===== src/rtl/fir_pkg.sv =====
// Shared types and default widths for the FIR tap sequencer and its delay line.
package fir_pkg;

    localparam int DATA_W = 24;
    localparam int COEF_W = 16;
    localparam int ACC_W  = 32;

    typedef enum logic [2:0] {
        ST_INIT,
        ST_IDLE,
        ST_CLEAR,
        ST_RUN,
        ST_FLUSH,
        ST_CAPTURE
    } state_t;

    // Address width for a memory of the given depth; never narrower than 1 bit.
    function automatic int addr_w(input int depth);
        return (depth > 1) ? $clog2(depth) : 1;
    endfunction

endpackage


===== src/rtl/fir_tap_sequencer_if.sv =====
// Bus between the sequencer and the external coefficient RAM plus single-MAC tap.
interface fir_tap_sequencer_if #(
    parameter int AW     = 6,
    parameter int DATA_W = fir_pkg::DATA_W,
    parameter int COEF_W = fir_pkg::COEF_W,
    parameter int ACC_W  = fir_pkg::ACC_W
);

    logic [AW-1:0]     coef_addr;
    logic [COEF_W-1:0] coef_data;
    logic              tap_audio_en;
    logic              tap_data_en;
    logic [DATA_W-1:0] tap_aud_data;
    logic [COEF_W-1:0] tap_coefficients;
    logic [ACC_W-1:0]  tap_audio_in;

    modport master (
        output coef_addr,
        output tap_audio_en,
        output tap_data_en,
        output tap_aud_data,
        output tap_coefficients,
        input  coef_data,
        input  tap_audio_in
    );

    modport slave (
        input  coef_addr,
        input  tap_audio_en,
        input  tap_data_en,
        input  tap_aud_data,
        input  tap_coefficients,
        output coef_data,
        output tap_audio_in
    );

endinterface


===== src/rtl/fir_delay_ram.sv =====
// Circular sample history: simple dual-port RAM, synchronous read, write-first on collision.
module fir_delay_ram #(
    parameter int DEPTH = 64,
    parameter int WIDTH = 24,
    parameter int AW    = 6
) (
    input  logic             clk,
    input  logic             we,
    input  logic [AW-1:0]    waddr,
    input  logic [WIDTH-1:0] wdata,
    input  logic [AW-1:0]    raddr,
    output logic [WIDTH-1:0] rdata
);

    logic [WIDTH-1:0] mem [DEPTH];

    always_ff @(posedge clk) begin
        if (we)
            mem[waddr] <= wdata;
        rdata <= (we && (waddr == raddr)) ? wdata : mem[raddr];
    end

endmodule


===== src/rtl/fir_tap_sequencer.sv =====
// Per accepted sample, streams NUM_TAPS history/coefficient pairs into the external MAC,
// flushes its multiplier pipeline and captures the accumulated result.
module fir_tap_sequencer #(
    parameter int NUM_TAPS     = 64,
    parameter int MULT_LATENCY = 3,
    parameter int DATA_W       = fir_pkg::DATA_W,
    parameter int COEF_W       = fir_pkg::COEF_W,
    parameter int ACC_W        = fir_pkg::ACC_W
) (
    input  logic                clk,
    input  logic                reset_n,
    input  logic                sample_en,
    input  logic [DATA_W-1:0]   aud_data_in,
    output logic                ready,
    fir_tap_sequencer_if.master tap,
    output logic [ACC_W-1:0]    audio_out,
    output logic                audio_out_valid,
    output logic                overrun
);

    import fir_pkg::*;

    localparam int AW      = addr_w(NUM_TAPS);
    localparam int CNT_MAX = (NUM_TAPS > MULT_LATENCY) ? NUM_TAPS : MULT_LATENCY;
    localparam int CW      = $clog2(CNT_MAX + 1);

    localparam logic [CW-1:0] LAST_TAP   = CW'(NUM_TAPS - 1);
    localparam logic [CW-1:0] LAST_FLUSH = CW'(MULT_LATENCY - 1);
    localparam logic [AW-1:0] LAST_ADDR  = AW'(NUM_TAPS - 1);

    state_t            state, state_nxt;
    logic [CW-1:0]     cnt;
    logic [AW-1:0]     wr_ptr;
    logic [AW-1:0]     rd_ptr;

    logic              ram_we;
    logic [AW-1:0]     ram_waddr;
    logic [DATA_W-1:0] ram_wdata;
    logic [DATA_W-1:0] ram_rdata;

    logic [AW-1:0]     coef_addr;
    logic              audio_en;
    logic              data_en;
    logic [COEF_W-1:0] coef_run;

    fir_delay_ram #(
        .DEPTH(NUM_TAPS),
        .WIDTH(DATA_W),
        .AW   (AW)
    ) u_delay (
        .clk  (clk),
        .we   (ram_we),
        .waddr(ram_waddr),
        .wdata(ram_wdata),
        .raddr(rd_ptr),
        .rdata(ram_rdata)
    );

    assign ready    = (state == ST_IDLE);
    assign overrun  = sample_en && !ready && !reset_n;
    assign coef_run = tap.coef_data;

    // Read addresses run one cycle ahead, so tap data is muxed only while RUN consumes it.
    assign tap.coef_addr        = coef_addr;
    assign tap.tap_audio_en     = audio_en;
    assign tap.tap_data_en      = data_en;
    assign tap.tap_aud_data     = (state == ST_RUN) ? ram_rdata : '0;
    assign tap.tap_coefficients = (state == ST_RUN) ? coef_run  : '0;

    always_ff @(posedge clk) begin
        if (reset_n)
            state <= ST_INIT;
        else
            state <= state_nxt;
    end

    always_comb begin
        state_nxt = state;
        ram_we    = 1'b0;
        ram_waddr = wr_ptr;
        ram_wdata = '0;
        coef_addr = '0;
        audio_en  = 1'b0;
        data_en   = 1'b0;
        case (state)
            ST_INIT: begin
                ram_we    = 1'b1;
                ram_waddr = cnt[AW-1:0];
                if (cnt == LAST_TAP)
                    state_nxt = ST_IDLE;
            end
            ST_IDLE: begin
                if (sample_en) begin
                    ram_we    = 1'b1;
                    ram_wdata = aud_data_in;
                    state_nxt = ST_CLEAR;
                end
            end
            ST_CLEAR: begin
                audio_en  = 1'b1;
                state_nxt = ST_RUN;
            end
            ST_RUN: begin
                data_en   = 1'b1;
                coef_addr = (cnt == LAST_TAP) ? '0 : AW'(cnt + CW'(1));
                if (cnt == LAST_TAP)
                    state_nxt = ST_FLUSH;
            end
            ST_FLUSH: begin
                data_en = 1'b1;
                if (cnt == LAST_FLUSH)
                    state_nxt = ST_CAPTURE;
            end
            ST_CAPTURE: begin
                state_nxt = ST_IDLE;
            end
            default: begin
                state_nxt = ST_INIT;
            end
        endcase
    end

    always_ff @(posedge clk) begin
        if (reset_n) begin
            cnt             <= '0;
            wr_ptr          <= '0;
            rd_ptr          <= '0;
            audio_out       <= '0;
            audio_out_valid <= 1'b0;
        end else begin
            audio_out_valid <= 1'b0;
            // cnt is the position within the current state, restarting on every transition.
            if ((state_nxt != state) || (state == ST_IDLE))
                cnt <= '0;
            else
                cnt <= cnt + CW'(1);

            case (state)
                ST_INIT: begin
                    if (cnt == LAST_TAP)
                        wr_ptr <= '0;
                end
                ST_IDLE: begin
                    if (sample_en) begin
                        rd_ptr <= wr_ptr;
                        wr_ptr <= (wr_ptr == LAST_ADDR) ? '0 : wr_ptr + AW'(1);
                    end
                end
                ST_CLEAR, ST_RUN: begin
                    rd_ptr <= (rd_ptr == '0) ? LAST_ADDR : rd_ptr - AW'(1);
                end
                ST_CAPTURE: begin
                    audio_out       <= tap.tap_audio_in;
                    audio_out_valid <= 1'b1;
                end
                default: begin
                end
            endcase
        end
    end

endmodule


===== src/flat_wrapper.sv =====
// flat-port wrapper written by rule: the top's interface ports become plain ports
module fir_tap_sequencer_flat import fir_pkg::*;
#(
    parameter int NUM_TAPS     = 64,
    parameter int MULT_LATENCY = 3,
    parameter int DATA_W       = fir_pkg::DATA_W,
    parameter int COEF_W       = fir_pkg::COEF_W,
    parameter int ACC_W        = fir_pkg::ACC_W
)
  (clk, reset_n, sample_en, aud_data_in, ready, audio_out, audio_out_valid, overrun, tap_coef_addr, tap_tap_audio_en, tap_tap_data_en, tap_tap_aud_data, tap_tap_coefficients, tap_coef_data, tap_tap_audio_in);
  fir_tap_sequencer_if #(.DATA_W(DATA_W), .COEF_W(COEF_W), .ACC_W(ACC_W)) tap_i ();
  input  logic clk;
  input  logic reset_n;
  input  logic sample_en;
  input  logic [DATA_W-1:0] aud_data_in;
  output logic ready;
  output logic [ACC_W-1:0] audio_out;
  output logic audio_out_valid;
  output logic overrun;
  output wire logic [$bits(tap_i.coef_addr)-1:0] tap_coef_addr;
  output wire logic [$bits(tap_i.tap_audio_en)-1:0] tap_tap_audio_en;
  output wire logic [$bits(tap_i.tap_data_en)-1:0] tap_tap_data_en;
  output wire logic [$bits(tap_i.tap_aud_data)-1:0] tap_tap_aud_data;
  output wire logic [$bits(tap_i.tap_coefficients)-1:0] tap_tap_coefficients;
  input wire logic [$bits(tap_i.coef_data)-1:0] tap_coef_data;
  input wire logic [$bits(tap_i.tap_audio_in)-1:0] tap_tap_audio_in;
  assign tap_coef_addr = tap_i.coef_addr;
  assign tap_tap_audio_en = tap_i.tap_audio_en;
  assign tap_tap_data_en = tap_i.tap_data_en;
  assign tap_tap_aud_data = tap_i.tap_aud_data;
  assign tap_tap_coefficients = tap_i.tap_coefficients;
  assign tap_i.coef_data = tap_coef_data;
  assign tap_i.tap_audio_in = tap_tap_audio_in;
  fir_tap_sequencer #(.NUM_TAPS(NUM_TAPS), .MULT_LATENCY(MULT_LATENCY), .DATA_W(DATA_W), .COEF_W(COEF_W), .ACC_W(ACC_W)) u_core (.clk(clk), .reset_n(reset_n), .sample_en(sample_en), .aud_data_in(aud_data_in), .ready(ready), .tap(tap_i), .audio_out(audio_out), .audio_out_valid(audio_out_valid), .overrun(overrun));
endmodule

===== config.mk =====
export PLATFORM = sky130hd
export DESIGN_NAME = fir_tap_sequencer_flat
export DESIGN_NICKNAME = d
export VERILOG_FILES = /design/src/rtl/fir_pkg.sv /design/src/rtl/fir_tap_sequencer_if.sv /design/src/rtl/fir_delay_ram.sv /design/src/rtl/fir_tap_sequencer.sv /design/src/flat_wrapper.sv
export SDC_FILE = /design/constraint.sdc
export NUM_CORES = 1
export LEC_CHECK = 0
export BUFFER_PORTS_ARGS = -buffer_cell sky130_fd_sc_hd__buf_2
export CELL_PAD_IN_SITES_DETAIL_PLACEMENT = 0
export CELL_PAD_IN_SITES_GLOBAL_PLACEMENT = 2
export CORE_MARGIN = 4
export CORE_UTILIZATION = 53
export DETAILED_ROUTE_END_ITERATION = 12
export HOLD_SLACK_MARGIN = 0.05
export PLACE_DENSITY = 0.95
export RECOVER_POWER = 50
export SLEW_MARGIN = 0
export SYNTH_ARGS = -nofsm -noshare
export SYNTH_HDL_FRONTEND = slang
export SYNTH_SLANG_ARGS = --single-unit
export TNS_END_PERCENT = 10

===== constraint.sdc =====
create_clock -name clk -period 8.7 [get_ports clk]
set_input_delay 0.87 -clock clk [delete_from_list [all_inputs] [get_ports clk]]
set_output_delay 0.87 -clock clk [all_outputs]
set_load 0.005 [all_outputs]

==> implementation parameters, run 1 <==
Parameter                              Value

Synthesis
  Multiplexer share of the synthesized area    15.18%
  Adder and majority cell fraction of the synthesized area    0.1016%
  Syn_area_per_cell    21.06 um2
  Post-synthesis instance area    61550 um2
  Number of enable-type register cells in the synthesized netlist    1536
  Portion of synthesized cell area occupied by the leading cell type    74.94%
  Dominant cell type by area after synthesis    sky130_fd_sc_hd__edfxtp_1
  Simple-Gate Fraction of Synth Area    3.112%
  Post-synthesis sequential area ratio    76.92%
  Fraction of registers with async set or reset after synthesis    0%
  Largest cells by area after synthesis    sky130_fd_sc_hd__edfxtp_1 (75%), sky130_fd_sc_hd__mux4_2 (14%), sky130_fd_sc_hd__dfxtp_1 (2.0%)
  Area fraction in compound gates after synthesis    3.080%
  Syn. warnings    0
  Main flop type after synthesis    sky130_fd_sc_hd__edfxtp_1
  Main combinational cell family by area after synthesis    multiplexers
  Netlist cell types    62
  Mapped Nets    3002
  Seq cells post-synth    1597
  Synth Area in XOR/XNOR    0.05692%
  Cell count after synthesis    2922

Placement
  Total placed cells including tap cells    4526
  DP Area    64380 um2
  DPL Wire Length    91380 um
  Final estimated routing congestion in global placement    0.8438
  Total of buffers placed on input and output ports    157

Final layout
  Most frequent standard cell in the layout excluding fill and tap cells    sky130_fd_sc_hd__edfxtp_1
  Post-layout net count    3248
  Area added between synthesis and finish    12.47%
  Multi-input gate area in the final layout    13500 um2
  Commonest non-fill, non-tap cells in the layout    sky130_fd_sc_hd__edfxtp_1 (1536), sky130_fd_sc_hd__mux4_2 (371), sky130_fd_sc_hd__clkbuf_16 (152)
  Post-route design area    69220 um2
  Register cell area after layout    47360 um2
  Final cell count without fillers    4799
  Fraction of layout instances using a drive strength above 1    26.99%
  Total of fill cells in the finished design    7633

Detailed routing
  Number of detailed-routing iterations run before antenna repair    6
  Vias per Instance    6.824
  Average wire per cell in the routed design    35.00 um
  Drt first-iter violations    5499
  Number of remaining DRC errors    0
  Vias after detailed routing    32747
  Final antenna-violating net count    0
  Post-Route WL    168000 um

Timing
  RSZ-0062 raised after global routing    false
  Max-slew headroom at the worst pin    -143.7%
  Tightest Pin Transition    3655 ps
  Post-Route Hold Slack    358.4 ps
  Hold Vio Cnt, Final    0
  Top achievable clock speed    0.1833 GHz
  Clock period minus worst slack    5457 ps
  Final period utilization    62.72%
  Total setup violations reported at the end of the flow    0
  Final-report max-slew violation count    1560
  Setup TNS    0 ps
  Setup skew after layout    42.72 ps

Critical path
  Depth of the most critical reg-to-reg path    4
  Slack of the worst reg-to-reg path    3440 ps
  Crit Path Category    flip-flop to output pin
  Worst R2R End    u_core.u_delay.mem[38][18]
  Data required time at the worst endpoint    7830 ps
  Critical R2R Launch    u_core.state[0]
  Element type at the critical path start    flip-flop
  Kind of end point of the critical path    output pin
  Crit-path max FO    112
  CP Data Arrival Time    4590 ps

Floorplanning
  Floorplan core area    114800 um2
  Die span in x    348.8 um
  Rows    124
  Die outline area    121600 um2
  Chip height    348.8 um
  Effective utilization at floorplan    53.61%
  Ports    158

Hold path
  Hold Path Origin    tap_tap_audio_in[16]
  Depth of the worst hold-timing path    3
  Path type of the worst min-delay path    primary input to flip-flop
  End point of the worst hold path    u_core.audio_out[16]

CTS
  Buffer depth of the longest clock path    3
  CTS H-tree lvls    4
  Setup Buffers After CTS    0
  Clock root buffer    sky130_fd_sc_hd__clkbuf_16
  Number of instances resized during post-cts repair    0
  TritonCTS clock tree    built
  Clock net sink count    1597
  Clock insertion delay at the later pin of the skew report    790 ps
  Clock slew seen by the registers of the worst setup and hold paths    60 ps
  Total clock buffers created by CTS    151
  CTS hold repair buffers    0

Run status
  Failing checks    max-capacitance violations, max-slew violations
  Outcome    complete, but fails checks

Power
  Power per Cell Area    218.0 nW/um2
  IR Drop Worst-Case VDD    0.1975 mV
  Reported leakage power    24.01 nW

Global route
  Via count of the first global-routing pass    33187
  Pin count of the biggest net entering global routing    124
  Gr ovfl total    0
  Total routing usage reported by global routing    27.92%
  Number of antenna violations at the first check in global routing    7
  Global-route wire length before repair    240600 um

Job
  MaxCap Viol Count    24
cell families after synthesis:
logic type,Yosys count
AOI/OAI and AO/OA,286
xor gates and xnor gates,4
adders and majority gates,5
buffers and inverters,169
DFF,1597
muxes,450
and+or+nand+nor,411
worst max-delay path by stage:
stage          startpoint  cells after the start                         to
2_1_floorplan   sample_en                      4  u_core.u_delay.mem[49][0]
3_3_place_gp    flip-flop                      7        tap_tap_aud_data[8]
5_1_grt         flip-flop                      8       tap_tap_aud_data[20]
6_report        flip-flop                      8       tap_tap_aud_data[20]
3_5_place_dp    flip-flop                      8       tap_tap_aud_data[20]
4_1_cts         flip-flop                      8       tap_tap_aud_data[20]
through the flow:
| stage | util [%] | setup slack, ps | power (mW) |
|---|---|---|---|
| final | 60.29 | 3243 | 15.09 |
| after global routing | 60.29 | 2891 | 15.50 |
| after CTS | 60.38 | 3136 | 15.12 |
| after detailed placement | 56.08 | 3987 | 8.658 |
| after global placement | 56.06 | 3555 | 8.650 |
| after floorplan | - | 5486 | 8.579 |
power by group:
part | switching (mW) | internal [mW] | leakage (nW)
clock network | 2.88 | 3.71 | 2.38
registers | 0.0130 | 8.34 | 16.8
logic | 0.0982 | 0.0460 | 4.87
state kept, by name (all words and copies together) (netlist names), named ones only:
name,count
u_core.u_delay.mem,1536
u_core.audio_out,32
u_core.cnt,7
u_core.rd_ptr,6
u_core.wr_ptr,6
u_core.state,3
u_core.audio_out_valid,1
cell type report:
| cell class | count | share of cell area [%] |
|---|---|---|
| sequential | 1597 | 68.41 |
| tap | 1512 | 2.733 |
| inverter | 6 | 0.04338 |
| clock inverter | 82 | 1.451 |
| multi-input combinational | 1156 | 19.50 |
| clock buffer | 189 | 5.695 |
| timing repair buffer | 256 | 2.162 |
| antenna | 1 | 0.003615 |
critical path, stage by stage (launching register included):
cell	delay, ps
sky130_fd_sc_hd__dfxtp_4	770
sky130_fd_sc_hd__buf_12	690
sky130_fd_sc_hd__buf_4	710
sky130_fd_sc_hd__mux4_2	630
sky130_fd_sc_hd__o22ai_1	200
sky130_fd_sc_hd__nor2_1	70
sky130_fd_sc_hd__nand3_1	240
sky130_fd_sc_hd__nand2_1	180
sky130_fd_sc_hd__buf_2	170
synth_stat cells (5+ instances only):
cell,n
sky130_fd_sc_hd__a22oi_1,13
sky130_fd_sc_hd__mux4_1,12
sky130_fd_sc_hd__a211oi_1,19
sky130_fd_sc_hd__nand3b_1,7
sky130_fd_sc_hd__a22o_1,17
sky130_fd_sc_hd__and3_1,27
sky130_fd_sc_hd__a31oi_1,9
sky130_fd_sc_hd__nand2b_1,11
sky130_fd_sc_hd__or3b_2,5
sky130_fd_sc_hd__nand2_1,136
sky130_fd_sc_hd__clkbuf_1,59
sky130_fd_sc_hd__o22ai_1,61
sky130_fd_sc_hd__nor2_1,116
sky130_fd_sc_hd__a221oi_1,8
sky130_fd_sc_hd__o211ai_1,6
sky130_fd_sc_hd__and2_1,28
sky130_fd_sc_hd__o21ai_0,28
sky130_fd_sc_hd__a21oi_1,75
sky130_fd_sc_hd__a2111oi_0,6
sky130_fd_sc_hd__nand3_1,38
sky130_fd_sc_hd__dfxtp_1,61
sky130_fd_sc_hd__buf_6,9
sky130_fd_sc_hd__buf_4,32
sky130_fd_sc_hd__buf_2,56
sky130_fd_sc_hd__nor3_1,14
sky130_fd_sc_hd__nor2b_1,14
sky130_fd_sc_hd__mux4_2,371
sky130_fd_sc_hd__mux2i_1,65
sky130_fd_sc_hd__o221ai_1,27
sky130_fd_sc_hd__edfxtp_1,1536
sky130_fd_sc_hd__ha_1,5
metal layers:
layer / up-vias / wire length, um / global-route usage, %
met1: 16764 / 55050 / 35.83
met2: 2776 / 80680 / 44.26
met5: - / 0 / 0
li1: 12691 / - / -
met4: 0 / 10500 / 15.00
met3: 516 / 21730 / 7.362
Power figures use the tool's default switching activity.
==> run 2: changes to the inputs <==
--- a/config.mk
+++ b/config.mk
@@ -9,10 +9,10 @@
 export CELL_PAD_IN_SITES_DETAIL_PLACEMENT = 0
 export CELL_PAD_IN_SITES_GLOBAL_PLACEMENT = 2
 export CORE_MARGIN = 4
-export CORE_UTILIZATION = 53
+export CORE_UTILIZATION = 45
 export DETAILED_ROUTE_END_ITERATION = 12
 export HOLD_SLACK_MARGIN = 0.05
-export PLACE_DENSITY = 0.95
+export PLACE_DENSITY = 0.87
 export RECOVER_POWER = 50
 export SLEW_MARGIN = 0
 export SYNTH_ARGS = -nofsm -noshare
==> constraint.sdc (replaced) <==
create_clock -name clk -period 4.9 [get_ports clk]
set_input_delay 0.49 -clock clk [delete_from_list [all_inputs] [get_ports clk]]
set_output_delay 0.49 -clock clk [all_outputs]
set_load 0.005 [all_outputs]
==> implementation parameters, run 2 (synthesis results as in run 1) <==
Parameter                              Value

Run status
  Outcome    complete, but fails checks
  Failing checks    max-capacitance violations, max-slew violations

Floorplanning
  Rows    135
  Floorplan core area    135600 um2
  Die outline area    142800 um2
  Ports    158
  Chip height    377.8 um
  Die span in x    377.8 um
  Effective utilization at floorplan    45.38%

Placement
  Total placed cells including tap cells    4872
  Final estimated routing congestion in global placement    0.8652
  Total of buffers placed on input and output ports    157
  Worst slack after detailed placement    914.2 ps
  DPL Wire Length    99300 um

Final layout
  Post-layout net count    3362
  Register containing the most flip-flops in the final layout    u_core.u_delay.mem
  Biggest registers after layout    u_core.u_delay.mem (1536), u_core.audio_out (32), u_core.cnt (7)
  Area added between synthesis and finish    14.63%
  Max FFs per register    1536
  Commonest non-fill, non-tap cells in the layout    sky130_fd_sc_hd__edfxtp_1 (1536), sky130_fd_sc_hd__mux4_2 (371), sky130_fd_sc_hd__clkbuf_16 (161)
  Final cell count without fillers    5191
  Fraction of layout instances using a drive strength above 1    28.32%
  Most frequent standard cell in the layout excluding fill and tap cells    sky130_fd_sc_hd__edfxtp_1

Hold path
  Path type of the worst min-delay path    primary input to flip-flop

Global route
  Number of antenna violations at the first check in global routing    10
  Global-route wire length before repair    227200 um
  Gr ovfl total    0
  Pin count of the biggest net entering global routing    65
  Total routing usage reported by global routing    22.48%
  Via count of the first global-routing pass    31190

Timing
  Final-report max-slew violation count    524
  Worst path setup slack after routing    56.22 ps
  Hold Vio Cnt, Final    0
  Max-slew headroom at the worst pin    -50.56%
  Top achievable clock speed    0.2065 GHz
  RSZ-0062 raised after global routing    false
  Total setup violations reported at the end of the flow    0
  Tightest Pin Transition    2258 ps
  Final period utilization    98.85%
  Setup skew after layout    28.47 ps
  Clock period minus worst slack    4844 ps

Critical path
  Crit-path max FO    38
  Data required time at the worst endpoint    4410 ps
  Maximum single-stage delay on the critical path    1050 ps
  Element type at the critical path start    flip-flop
  Kind of end point of the critical path    output pin
  Chain of cells forming the critical path    or3b_2 > o22ai_1 > a2111oi_2 > buf_4 > a22o_1 > buf_2
  Crit-path slowest cell    sky130_fd_sc_hd__a2111oi_2
  CP Data Arrival Time    4350 ps
  Crit Path Category    flip-flop to output pin

CTS
  Setup Buffers After CTS    0
  Clock net sink count    1597
  TritonCTS clock tree    built
  CTS H-tree lvls    4
  Clock root buffer    sky130_fd_sc_hd__clkbuf_16
  Buffer depth of the longest clock path    3
  Clock slew seen by the registers of the worst setup and hold paths    60 ps
  Total clock buffers created by CTS    157
  Clock insertion delay at the later pin of the skew report    770 ps

Power
  Total power after layout    26.88 mW
  Power per Cell Area    381.0 nW/um2
  Reported leakage power    24.61 nW
  IR Drop Worst-Case VDD    0.3480 mV

Detailed routing
  Final antenna-violating net count    0
  Average wire per cell in the routed design    30.85 um
  Vias after detailed routing    31517
  Post-Route WL    160100 um
  Number of detailed-routing iterations run before antenna repair    6
  Drt first-iter violations    4207
  Vias per Instance    6.071
  Number of remaining DRC errors    0

Job
  MaxCap Viol Count    11
-- run 2: cell count changes in the layout (fill, tap and decap cells not counted), moves of 5 or more --
cell                            before  now
sky130_fd_sc_hd__and3_1             14   23
sky130_fd_sc_hd__clkbuf_2            0   22
sky130_fd_sc_hd__nor2_2             55   65
sky130_fd_sc_hd__nor2_4             11    0
sky130_fd_sc_hd__dlygate4sd3_1       0   32
sky130_fd_sc_hd__inv_16              5    0
sky130_fd_sc_hd__clkinv_1           28   36
sky130_fd_sc_hd__and3_2             13    4
sky130_fd_sc_hd__clkbuf_16         152  161
sky130_fd_sc_hd__buf_12              5   13
sky130_fd_sc_hd__clkinv_16           5    0
sky130_fd_sc_hd__buf_4              76  139
sky130_fd_sc_hd__buf_2             130  117
-- run 2: per-layer routing --
metal  vias up  track usage, %  wire length [um]
met5         -               0                13
met1     16407           29.04             58380
met4         2           11.06              8625
met3       351           5.765             15810
met2      1816           35.75             77310
li1      12941               -                 -
-- run 2: area by class of cell --
class                           instances  area [um2]
Sequential cell                      1597       47360
Tap cell                             1781        2228
Clock inverter                         86       803.3
Antenna cell                            2       5.005
Multi-Input combinational cell       1156       13470
Clock buffer                          199        4192
Fill cell                           10365       65080
Timing Repair Buffer                  364        2474
Inverter                                6       30.03
-- run 2: worst max-delay path, delay by kind of cell, from the launching register on --
| kind | cells | cell delay [ps] |
|---|---|---|
| AOI/OAI and AO/OA | 3 | 1540 |
| buffers and inverters | 2 | 390 |
| DFF | 1 | 890 |
| and+or+nand+nor | 1 | 720 |
-- run 2: path summary, 6_finish.rpt --
check        slack, ps                          to        startpoint  cells after the start
min                330            u_core.rd_ptr[1]           reset_n                      3
max                 60         tap_tap_aud_data[8]         flip-flop                      6
min reg2reg        400                   flip-flop  u_core.rd_ptr[1]                      0
max reg2reg        570  u_core.u_delay.mem[39][21]   u_core.state[0]                      4
-- run 2: per-stage QoR --
stage          hold slack (ps)  instance area [um2]  util [%]  setup TNS, ps
6_report                 331.1                70560     52.02              0
2_1_floorplan            372.1                61550         -              0
4_1_cts                  226.3                70670     52.10              0
3_5_place_dp             395.3                65350     48.18              0
3_3_place_gp             392.5                65330     48.17         -72.10
5_1_grt                  343.1                70550     52.01              0
-- run 2: repair_timing --
| action | in CTS | in global routing |
|---|---|---|
| endpoints found under the setup margin | 0 | 3 |
| resized for setup | 0 | 3 |
| hold endpoints to repair | 32 | 0 |
| hold buffers | 32 | 0 |
-- run 2: power by group --
| group | internal (mW) | switching, mW | leakage (nW) |
|---|---|---|---|
| clock | 6.79 | 5.00 | 2.42 |
| combinational | 0.102 | 0.159 | 5.42 |
| sequential | 14.8 | 0.0202 | 16.8 |
